<file path="src/rtl/debounce_pkg.sv">
// Shared constants for the input debouncer: one-hot FSM encodings, the
// rejected-bounce counter width and its saturating increment helper.
package debounce_pkg;

  // One-hot FSM state encodings (bit position identifies the state)
  localparam logic [3:0] S_LOW       = 4'b1000;
  localparam logic [3:0] S_RISE_WAIT = 4'b0100;
  localparam logic [3:0] S_HIGH      = 4'b0010;
  localparam logic [3:0] S_FALL_WAIT = 4'b0001;

  // Rejected-bounce counter geometry
  localparam int GLITCH_CNT_W = 8;
  localparam logic [GLITCH_CNT_W-1:0] GLITCH_CNT_MAX = {GLITCH_CNT_W{1'b1}};

  // Increment that sticks at the all-ones ceiling instead of wrapping
  function automatic logic [GLITCH_CNT_W-1:0] glitch_sat_inc(
    input logic [GLITCH_CNT_W-1:0] value
  );
    logic [GLITCH_CNT_W-1:0] result;
    if (value == GLITCH_CNT_MAX) begin
      result = value;
    end else begin
      result = value + GLITCH_CNT_W'(1);
    end
    return result;
  endfunction

endpackage

</file>
<file path="src/rtl/sync_ff.sv">
// Multi-stage flip-flop synchronizer for a single asynchronous bit.
// All stages clear to 0 asynchronously while reset is low.
module sync_ff #(
  parameter int STAGES = 2
) (
  input  logic clk,
  input  logic reset,
  input  logic d_i,
  output logic q_o
);

  logic [STAGES-1:0] stage_q;

  // Shift the raw bit through the chain; stage 0 takes the asynchronous input
  always_ff @(posedge clk or negedge reset) begin
    if (!reset) begin
      stage_q <= {STAGES{1'b0}};
    end else begin
      stage_q <= {stage_q[STAGES-2:0], d_i};
    end
  end

  assign q_o = stage_q[STAGES-1];

endmodule

</file>
<file path="src/rtl/input_debounce.sv">
// Switch debouncer: synchronizes raw_in, then a one-hot FSM accepts a level
// change only after DEBOUNCE_CYCLES consecutive stable samples. Outputs the
// clean level a plus one-cycle rise/fall pulses.
// Optional feature: define GLITCH_CNT_EN to add the saturating glitch_cnt
// port counting bounces that were rejected.
module input_debounce
  import debounce_pkg::*;
#(
  parameter int DEBOUNCE_CYCLES = 16,
  parameter int SYNC_STAGES     = 2
) (
  input  logic clk,
  input  logic reset,
  input  logic raw_in,
  output logic a,
  output logic rise,
  output logic fall
`ifdef GLITCH_CNT_EN
  ,
  output logic [GLITCH_CNT_W-1:0] glitch_cnt
`endif
);

  localparam int CNT_W = $clog2(DEBOUNCE_CYCLES);
  localparam logic [CNT_W-1:0] CNT_MAX = CNT_W'(DEBOUNCE_CYCLES - 1);

  logic             sync_in;
  logic [3:0]       state_q, state_d;
  logic [CNT_W-1:0] cnt_q, cnt_d;
  logic             a_q, a_d;
  logic             rise_q, rise_d;
  logic             fall_q, fall_d;

  sync_ff #(
    .STAGES (SYNC_STAGES)
  ) u_sync (
    .clk   (clk),
    .reset (reset),
    .d_i   (raw_in),
    .q_o   (sync_in)
  );

  // FSM next state, qualification counter and output levels/pulses
  always_comb begin
    state_d = state_q;
    cnt_d   = cnt_q;
    a_d     = a_q;
    rise_d  = 1'b0;
    fall_d  = 1'b0;
    case (state_q)
      S_LOW: begin
        if (sync_in) begin
          state_d = S_RISE_WAIT;
          cnt_d   = {CNT_W{1'b0}};
        end else begin
          state_d = S_LOW;
        end
      end
      S_RISE_WAIT: begin
        if (!sync_in) begin
          // Bounce reverted before qualification: back to origin, level kept
          state_d = S_LOW;
        end else if (cnt_q == CNT_MAX) begin
          state_d = S_HIGH;
          a_d     = 1'b1;
          rise_d  = 1'b1;
        end else begin
          cnt_d = cnt_q + CNT_W'(1);
        end
      end
      S_HIGH: begin
        if (!sync_in) begin
          state_d = S_FALL_WAIT;
          cnt_d   = {CNT_W{1'b0}};
        end else begin
          state_d = S_HIGH;
        end
      end
      S_FALL_WAIT: begin
        if (sync_in) begin
          state_d = S_HIGH;
        end else if (cnt_q == CNT_MAX) begin
          state_d = S_LOW;
          a_d     = 1'b0;
          fall_d  = 1'b1;
        end else begin
          cnt_d = cnt_q + CNT_W'(1);
        end
      end
      default: begin
        // Corrupted (non-one-hot) state: recover to a known low level quietly
        state_d = S_LOW;
        cnt_d   = {CNT_W{1'b0}};
        a_d     = 1'b0;
      end
    endcase
  end

  // FSM, counter and registered outputs
  always_ff @(posedge clk or negedge reset) begin
    if (!reset) begin
      state_q <= S_LOW;
      cnt_q   <= {CNT_W{1'b0}};
      a_q     <= 1'b0;
      rise_q  <= 1'b0;
      fall_q  <= 1'b0;
    end else begin
      state_q <= state_d;
      cnt_q   <= cnt_d;
      a_q     <= a_d;
      rise_q  <= rise_d;
      fall_q  <= fall_d;
    end
  end

  assign a    = a_q;
  assign rise = rise_q;
  assign fall = fall_q;

`ifdef GLITCH_CNT_EN
  logic                    glitch_s;
  logic [GLITCH_CNT_W-1:0] glitch_cnt_q, glitch_cnt_d;

  // Flag a WAIT state falling back to its origin (a rejected bounce)
  always_comb begin
    glitch_s = 1'b0;
    if ((state_q == S_RISE_WAIT) && !sync_in) begin
      glitch_s = 1'b1;
    end else if ((state_q == S_FALL_WAIT) && sync_in) begin
      glitch_s = 1'b1;
    end else begin
      glitch_s = 1'b0;
    end
  end

  // Saturating next value of the rejected-bounce counter
  always_comb begin
    glitch_cnt_d = glitch_cnt_q;
    if (glitch_s) begin
      glitch_cnt_d = glitch_sat_inc(glitch_cnt_q);
    end else begin
      glitch_cnt_d = glitch_cnt_q;
    end
  end

  // Rejected-bounce counter register, cleared only by reset
  always_ff @(posedge clk or negedge reset) begin
    if (!reset) begin
      glitch_cnt_q <= {GLITCH_CNT_W{1'b0}};
    end else begin
      glitch_cnt_q <= glitch_cnt_d;
    end
  end

  assign glitch_cnt = glitch_cnt_q;
`endif

endmodule
</file>
<file path="config.mk">
export PLATFORM = sky130hd
export DESIGN_NAME = input_debounce
export DESIGN_NICKNAME = d
export VERILOG_FILES = /design/src/rtl/debounce_pkg.sv /design/src/rtl/sync_ff.sv /design/src/rtl/input_debounce.sv
export SDC_FILE = /design/constraint.sdc
export NUM_CORES = 1
export LEC_CHECK = 0
export ABC_AREA = 1
export CAP_MARGIN = 10
export CORE_UTILIZATION = 55
export CTS_BUF_LIST = sky130_fd_sc_hd__clkbuf_4 sky130_fd_sc_hd__clkbuf_8
export DETAILED_ROUTE_END_ITERATION = 7
export PLACE_DENSITY = 0.81
export SLEW_MARGIN = 10
export SYNTH_ARGS = -nofsm -noshare
export SYNTH_HDL_FRONTEND = slang
export SYNTH_HIERARCHICAL = 1
export SYNTH_SLANG_ARGS = --single-unit
</file>
<file path="constraint.sdc">
create_clock -name clk -period 3.27 [get_ports clk]
set_clock_uncertainty 0.05 [all_clocks]
set_input_delay 0.654 -clock clk [delete_from_list [all_inputs] [get_ports clk]]
set_output_delay 0.654 -clock clk [all_outputs]
set_load 0.02 [all_outputs]
</file>
Yosys cells after proc, flatten, opt, wreduce, memory -nomap -nowiden
Cells that the tools add are included.
{"block": "word_totals", "ff_bits": 13, "latchBits": 0, "mem_bits_rw": 0, "mem_bits_ro": 0, "out_inout_bits": 3, "wordCells": 48, "n_memories": 0}
{"block": "classes", "addsub": 1, "n_mul": 0, "n_div": 0, "n_lt_le_gt_ge": 0, "n_eq_ne": 13, "n_shift": 0, "n_mux": 23, "bitwise_logic": 1, "reduce_logical": 4}
{"cell": "4-bit two-way mux", "count": 10}
{"cell": "4-bit one-hot mux with 4 select lines", "count": 2}
{"cell": "1-bit two-way mux", "count": 9}
{"cell": "4-bit equality test, second input constant", "count": 2}
{"cell": "2-bit != test, second input constant", "count": 4}
{"cell": "5-bit AND reduction", "count": 1}
{"cell": "4-bit by 1-bit adder with 4-bit output, second input constant", "count": 1}
{"cell": "4-bit by 1-bit equality test with 1-bit output, second input constant", "count": 1}
{"cell": "4-bit by 2-bit equality test with 1-bit output, second input constant", "count": 1}
{"cell": "4-bit by 3-bit equality test with 1-bit output, second input constant", "count": 1}
{"cell": "2-bit by 1-bit != test with 1-bit output, second input constant", "count": 2}
{"cell": "4-bit AND reduction", "count": 1}
{"cell": "3-bit by 2-bit != test with 1-bit output, second input constant", "count": 1}
{"cell": "3-bit != test, second input constant", "count": 1}
{"cell": "1-bit one-hot mux with 3 select lines", "count": 1}
{"cell": "2-bit two-way mux", "count": 1}
{"cell": "2-bit AND reduction", "count": 1}
{"cell": "2-bit OR reduction", "count": 1}
{"cell": "1-bit NOT", "count": 1}

Logic depth before layout (Yosys ltp)
Gate-level depths: netlist of the first run.
{"block": "logic_depth", "depth_word": 4, "depth_mapped": 8, "mapped_depth_nobuf": 8}

Modules after synthesis
Netlist of the first run, hierarchy kept.
{"module": "input_debounce", "instances": 1, "cells_each": 90, "area_per_inst_um2": 688.2, "seq_area_each_um2": 276.5}
{"module": "sync_ff", "instances": 1, "cells_each": 2, "area_per_inst_um2": 50.0, "seq_area_each_um2": 50.0}

Worst setup path before layout of the first run
No wires, ideal clock.
{"block": "synth_timing", "kind": "flip-flop to flip-flop", "start": "register cnt_q[0]", "end": "register cnt_q[2]", "setup_time_ps": 118, "arrival_ps": 1132, "path_slack_ps": 1970, "stages_incl_launch_ff": 8, "synth_period_minus_slack_ps": 1300, "path_cell_list": "dfrtp_1 -> ha_1 -> nand3_1 -> inv_1 -> nand2_4 -> nand3_4 -> nand2_1 -> nand2_1"}
{"block": "synth_via", "elab_chain_cells": 4}
{"element": "from (decl)", "line": "input_debounce.sv:29", "source": "logic [CNT_W-1:0] cnt_q, cnt_d;"}
{"element": "from (signal assigned)", "line": "input_debounce.sv:103", "source": "cnt_q <= {CNT_W{1'b0}};"}
{"element": "from (signal assigned)", "line": "input_debounce.sv:109", "source": "cnt_q <= cnt_d;"}
{"element": "4-bit by 1-bit adder with 4-bit output or 4-bit equality test (tied branches)"}
{"element": "4-bit two-way mux *", "line": "input_debounce.sv:63, input_debounce.sv:82"}
{"element": "4-bit two-way mux, on equally long branches", "line": "input_debounce.sv:80, input_debounce.sv:60"}
{"element": "4-bit one-hot mux with 4 select lines *", "line": "input_debounce.sv:50", "source": "case (state_q)"}
Every way passes the cells marked *; elsewhere a longest branch is shown, timed or not. The select of a mux whose other input is x is not followed.
A chain may end at the register's enable or synchronous reset.

Final worst setup path of the first run
{"block": "layout_timing", "start": "register a_q (netlist: a)", "end": "output port a"}
{"element": "from (decl)", "line": "input_debounce.sv:30", "source": "logic a_q, a_d;"}
{"element": "from (signal assigned)", "line": "input_debounce.sv:104", "source": "a_q <= 1'b0;"}
{"element": "from (signal assigned)", "line": "input_debounce.sv:110", "source": "a_q <= a_d;"}
{"element": "to (decl)", "line": "input_debounce.sv:15", "source": "output logic a,"}
No word-level cell between the ends.

==> flow_metrics.tcl, run 1 <==
set metrics [dict create \
    nFillCells 97 \
    clkSinkCount 13 \
    synth_top_cell_by_area "dfrtp_1" \
    final_common_cell "nand2_1" \
    synth-adder-area-share_pct 1.69 \
    cp_max_fo 2 \
    ys_ff_latch 13 \
    synthSimpleGateAreaFrac_pct 43.9 \
    crit_family "buffers and inverters" \
    hold_buffers 0 \
    drive_gt1_share_pct 20.8 \
    leakagePower_nw 0.443 \
    dr.pass1.iters 4 \
    slew_viol_final 0 \
    synth_top_family_by_area "simple AND/OR/NAND/NOR gates" \
    fin_nets 106 \
    cts_tree "built" \
    setup_tns_ns 0 \
    dieArea_um2 1490 \
    crit_buf_inv 1 \
    ys.warnings.count 6 \
    num_io_pins 6 \
    final_cell_mix "nand2_1 (26), dfrtp_1 (12), nor2_1 (10), nand3_1 (7), nand4_1 (6)" \
    remaining_drc_errors 0 \
    core_um2 1170 \
    fp.dieH_um 38.6 \
    syn_nets 96 \
    cts_inserted_buffers 3 \
    synth_xor_area_share_pct 1.19 \
    layoutNonFillerInstCount 115 \
    synthMuxAreaShare_pct 0 \
    grt_max_degree 14 \
    synthToLayoutAreaGrowth_pct 13.2 \
    p_total_mw 0.551 \
    antenna_cells 0 \
    clkSlewWorstSetupHoldPaths_ns 0.07 \
    port_buffers 5 \
    synth_top_area_share_pct 40.7 \
    die_w_um 38.6 \
    cts_htree_levels 1 \
    min_path_type "reg2reg" \
    via_per_inst 5.51 \
    cts_resized 0 \
    synth_area_leaders "dfrtp_1 (41%), nand2_1 (13%), nand2_4 (6.1%)" \
    grt_pass1_wl_um 2390 \
    post_dp_cell_area_um2 806 \
    worstSetupStartpointType "flop" \
    syn_area_um2 738 \
    placedCellCount 111 \
    avgRoutedWirePerCell_um 12.0 \
    max_clock_freq_mhz 516 \
    worstSkewPairLatency_ns 0.27 \
    clockBufferDepth 2 \
    seq_area_frac_synth_pct 44.2 \
    detailed_place_hpwl_um 1080 \
    grt_remaining_overflow 0 \
    synth.avg_cell_area_um2 8.02 \
    synth_cell_types 19 \
    final_area_um2 836 \
    period_share_pct 59.2 \
    num_rows 12 \
    critPathRequiredTime_ns 2.57 \
    cp_slowest_cell "clkdlybuf4s50_1" \
    dp_slack_ns 1.63 \
    crit_type "reg2out" \
    final-hold-violation-count 0 \
    status "finished, final reports clean" \
    p_per_area_nw_per_um2 660 \
    fin_ws_ns 1.33 \
    initial_core_util_pct 63.0 \
    grt_setup_unrepaired "false" \
    cts_setup_buffers 0 \
    vdd_drop_max_v 0.000456 \
    synthCells 92 \
    drt_iter0_drc 19 \
    first_global_vias 591 \
    antenna_found_initial 0 \
    setup_viol 0 \
    path_cells "clkdlybuf4s50_1" \
    root_buffer "clkbuf_4" \
    ant_nets 0 \
    num_vias 634 \
    arrival_ns 1.23 \
    final.min_clock_period_ns 1.94 \
    relSlewSlack_pct 62.5 \
    drv_cap 0 \
    routabilityCongestion 0.843 \
    critPathMaxStageDelay_ns 0.60 \
    synth_compound_area_share_pct 4.41 \
    grt.total_usage_pct 24.1 \
    worst_slew_pin_slew_ns 0.561 \
    drt_wl_total_um 1380 \
    crit_path_end_kind "primary output" \
]
## routing by layer
metal | track usage, % | share of wire (%)
met5 | 0 | 0
met1 | 30.4 | 43
met3 | 1.73 | 3.3
met2 | 40.8 | 51
met4 | 12.9 | 2.1
## synthesized netlist by cell type
cell type,instances
nand2_1,26
dfrtp_1,12
nor2_1,10
nand3_1,7
nand4_1,6
inv_1,5
inv_2,4
nand2_4,4
nor2_2,4
a21oi_1,3
nand2_2,2
o21ai_0,2
a21boi_0,1
dfstp_2,1
ha_1,1
nand3_4,1
nor2_4,1
nor3_1,1
xnor2_1,1
## per-stage QoR
stage / util [%] / hold slack, ns
global placement: 68.8 / 0.284
CTS: 71.4 / 0.312
floorplan: - / 0.281
detailed placement: 68.8 / 0.294
global route: 71.4 / 0.318
finish: 71.4 / 0.310
## sequential cells by signal, summed over array words and instances (netlist names)
name,cells
a,1
state_q,4
fall,1
u_sync/stage_q,2
rise,1
cnt_q,4
## layout make-up
cell class              instances  area (um2)  area share (%)
inverters                       9        33.8            4.04
flip-flops and latches         13         327            39.1
multi-input cells              70         378            45.2
repair buffers                  5        50.0            5.99
well taps                      14        17.5            2.10
clock buffers                   4        30.0            3.59
## kinds of logic after synthesis
family	count (synthesis)
AOI/OAI and AO/OA	6
adders and majority gates	1
buffers and inverters	9
DFF	13
xor gates and xnor gates	1
and+or+nand+nor	62
## path summary, 6_finish.rpt
path	cells after the start	slack, ns	endpoint	start
worst max-delay path	1	1.33	a	a
worst min-delay path	0	0.31	u_sync/stage_q[1]	u_sync/stage_q[0]
worst max register to register	7	1.80	cnt_q[3]	cnt_q[0]
worst min register to register	0	0.31	u_sync/stage_q[1]	u_sync/stage_q[0]
max in group asynchronous	1	2.11	state_q[3]	reset
min in group asynchronous	1	0.69	cnt_q[3]	reset
## power by group
group	leakage (nW)	switching (mW)	internal (mW)
Combinational	0.253	0.142	0.0775
Clock	0.0184	0.0507	0.0556
Sequential	0.172	0.0327	0.193
Total	0.443	0.225	0.326
Note: power is estimated with default switching activity, not from simulation.
==> run 2, diff against run 1 <==
Clock period 3.27 ns to 1.8 ns, I/O delays scaled along.
==> run 2 against run 1 <==
  * Via count up 2.2%
  * Sequential cell count unchanged
  * Critical path depth unchanged
  * Combinational power up 87%
  * Critical endpoint unchanged
  * Clock power up 81%
  * Clock-buffer cell count unchanged
  * Routed wire length up 2.2%
  * Utilization unchanged
  * Global-route usage down 1.4 points
  * Worst setup slack worse by 1.2 ns
  * Die area unchanged
==> flow_metrics.tcl, run 2 (synthesis gave the netlist of run 1 again) <==
set metrics [dict create \
    status "finished, final reports clean" \
    grt_pass1_wl_um 2260 \
    remaining_drc_errors 0 \
    fin_nets 106 \
    drv_cap 0 \
    p_int_mw 0.593 \
    p_switching_mw 0.416 \
    leakagePower_nw 0.443 \
    clkSlewWorstSetupHoldPaths_ns 0.07 \
    num_rows 12 \
    crit_buf_inv 1 \
    fin_ws_ns 0.168 \
    via_per_inst 5.63 \
    hold_buffers 0 \
    grt_max_degree 14 \
    dp_slack_ns 0.385 \
    cts_resized 0 \
    final_cell_mix "nand2_1 (26), dfrtp_1 (12), nor2_1 (10), nand3_1 (7), nand4_1 (6)" \
    worstSetupStartpointType "flop" \
    slew_viol_final 0 \
    vdd_drop_max_v 0.000760 \
    netSwitchingFraction_pct 41.2 \
    cts_inserted_buffers 3 \
    hold_ws_ns 0.304 \
    final.min_clock_period_ns 1.63 \
    period_share_pct 90.6 \
    synthToLayoutAreaGrowth_pct 13.2 \
    initial_core_util_pct 63.0 \
    fp.dieH_um 38.6 \
    die_w_um 38.6 \
    clkSinkCount 13 \
    p_total_mw 1.01 \
    cts_tree "built" \
    worstSkewPairLatency_ns 0.27 \
    ant_nets 0 \
    detailed_place_hpwl_um 1060 \
    seq_area_um2 327 \
    arrival_ns 1.22 \
    drt_iter0_drc 19 \
    cp_max_fo 2 \
    p_clk_share_pct 19.0 \
    grt.total_usage_pct 22.7 \
    port_buffers 5 \
    relSlewSlack_pct 64.1 \
    nFillCells 92 \
    crit_type "reg2out" \
    grt_setup_unrepaired "false" \
    largestRegisters "cnt_q: 4 flops, state_q: 4 flops, u_sync/stage_q: 2 flops" \
    core_um2 1170 \
    drt_wl_total_um 1410 \
    dieArea_um2 1490 \
    final_common_cell "nand2_1" \
    antenna_cells 0 \
    critPathMaxStageDelay_ns 0.60 \
    cp_slowest_cell "clkdlybuf4s50_1" \
    min_path_type "reg2reg" \
    crit_family "buffers and inverters" \
    final-hold-violation-count 0 \
    cts_setup_buffers 0 \
    seq_power_share_pct 40.3 \
    num_io_pins 6 \
    path_cells "clkdlybuf4s50_1" \
    first_global_vias 568 \
    clockBufferDepth 2 \
    num_vias 648 \
    p_per_area_nw_per_um2 1210 \
    dr.pass1.iters 4 \
    setup_viol 0 \
    p_comb_share_pct 40.7 \
    final_area_um2 836 \
    post_dp_cell_area_um2 806 \
    root_buffer "clkbuf_4" \
    setup_tns_ns 0 \
    avgRoutedWirePerCell_um 12.3 \
    placedCellCount 111 \
    grt_remaining_overflow 0 \
    routabilityCongestion 0.844 \
    fin_util_pct 71.4 \
    critPathRequiredTime_ns 1.39 \
    multi_input_area_um2 378 \
    drive_gt1_share_pct 20.8 \
    worst_slew_pin_slew_ns 0.537 \
    cts_htree_levels 1 \
    layoutNonFillerInstCount 115 \
    max_clock_freq_mhz 613 \
    crit_path_end_kind "primary output" \
    antenna_found_initial 0 \
]
-- run 2: per-layer routing --
layer	global-route usage, %	routed length (um)	vias up
met2	37.1	660	31
met3	1.73	74	4
met4	11.2	12	0
met5	0	0	-
li1	-	-	317
met1	30.0	667	296
-- run 2: power groups by stage --
stage               Combinational, mW  Sequential, mW  Clock, mW
global route                    0.456           0.414      0.210
CTS                             0.407           0.406      0.193
detailed placement              0.403           0.411          0
floorplan                       0.308           0.412          0
finish                          0.410           0.407      0.192
global placement                0.387           0.409          0
-- run 2: final timing paths --
kind | start | end | slack (ns) | cells after the start
min | u_sync/stage_q[0] | u_sync/stage_q[1] | 0.30 | 0
max in group asynchronous | reset | state_q[3] | 0.95 | 1
min reg2reg | u_sync/stage_q[0] | u_sync/stage_q[1] | 0.30 | 0
min in group asynchronous | reset | state_q[2] | 0.38 | 1
max | a | a | 0.17 | 1
max reg2reg | cnt_q[0] | cnt_q[0] | 0.35 | 7
-- run 2: cell type report --
type | count | area share [%]
clock buffer | 4 | 3.59
tap | 14 | 2.10
sequential | 13 | 39.1
multi-input combinational | 70 | 45.2
timing repair buffer | 5 | 5.99
inverter | 9 | 4.04
==> run 3, diff against run 2 <==
Settings changed: SLEW_MARGIN 10 to 20.
==> results of run 3 <==
Final layout, timing and power as in run 2 (identical DEF).
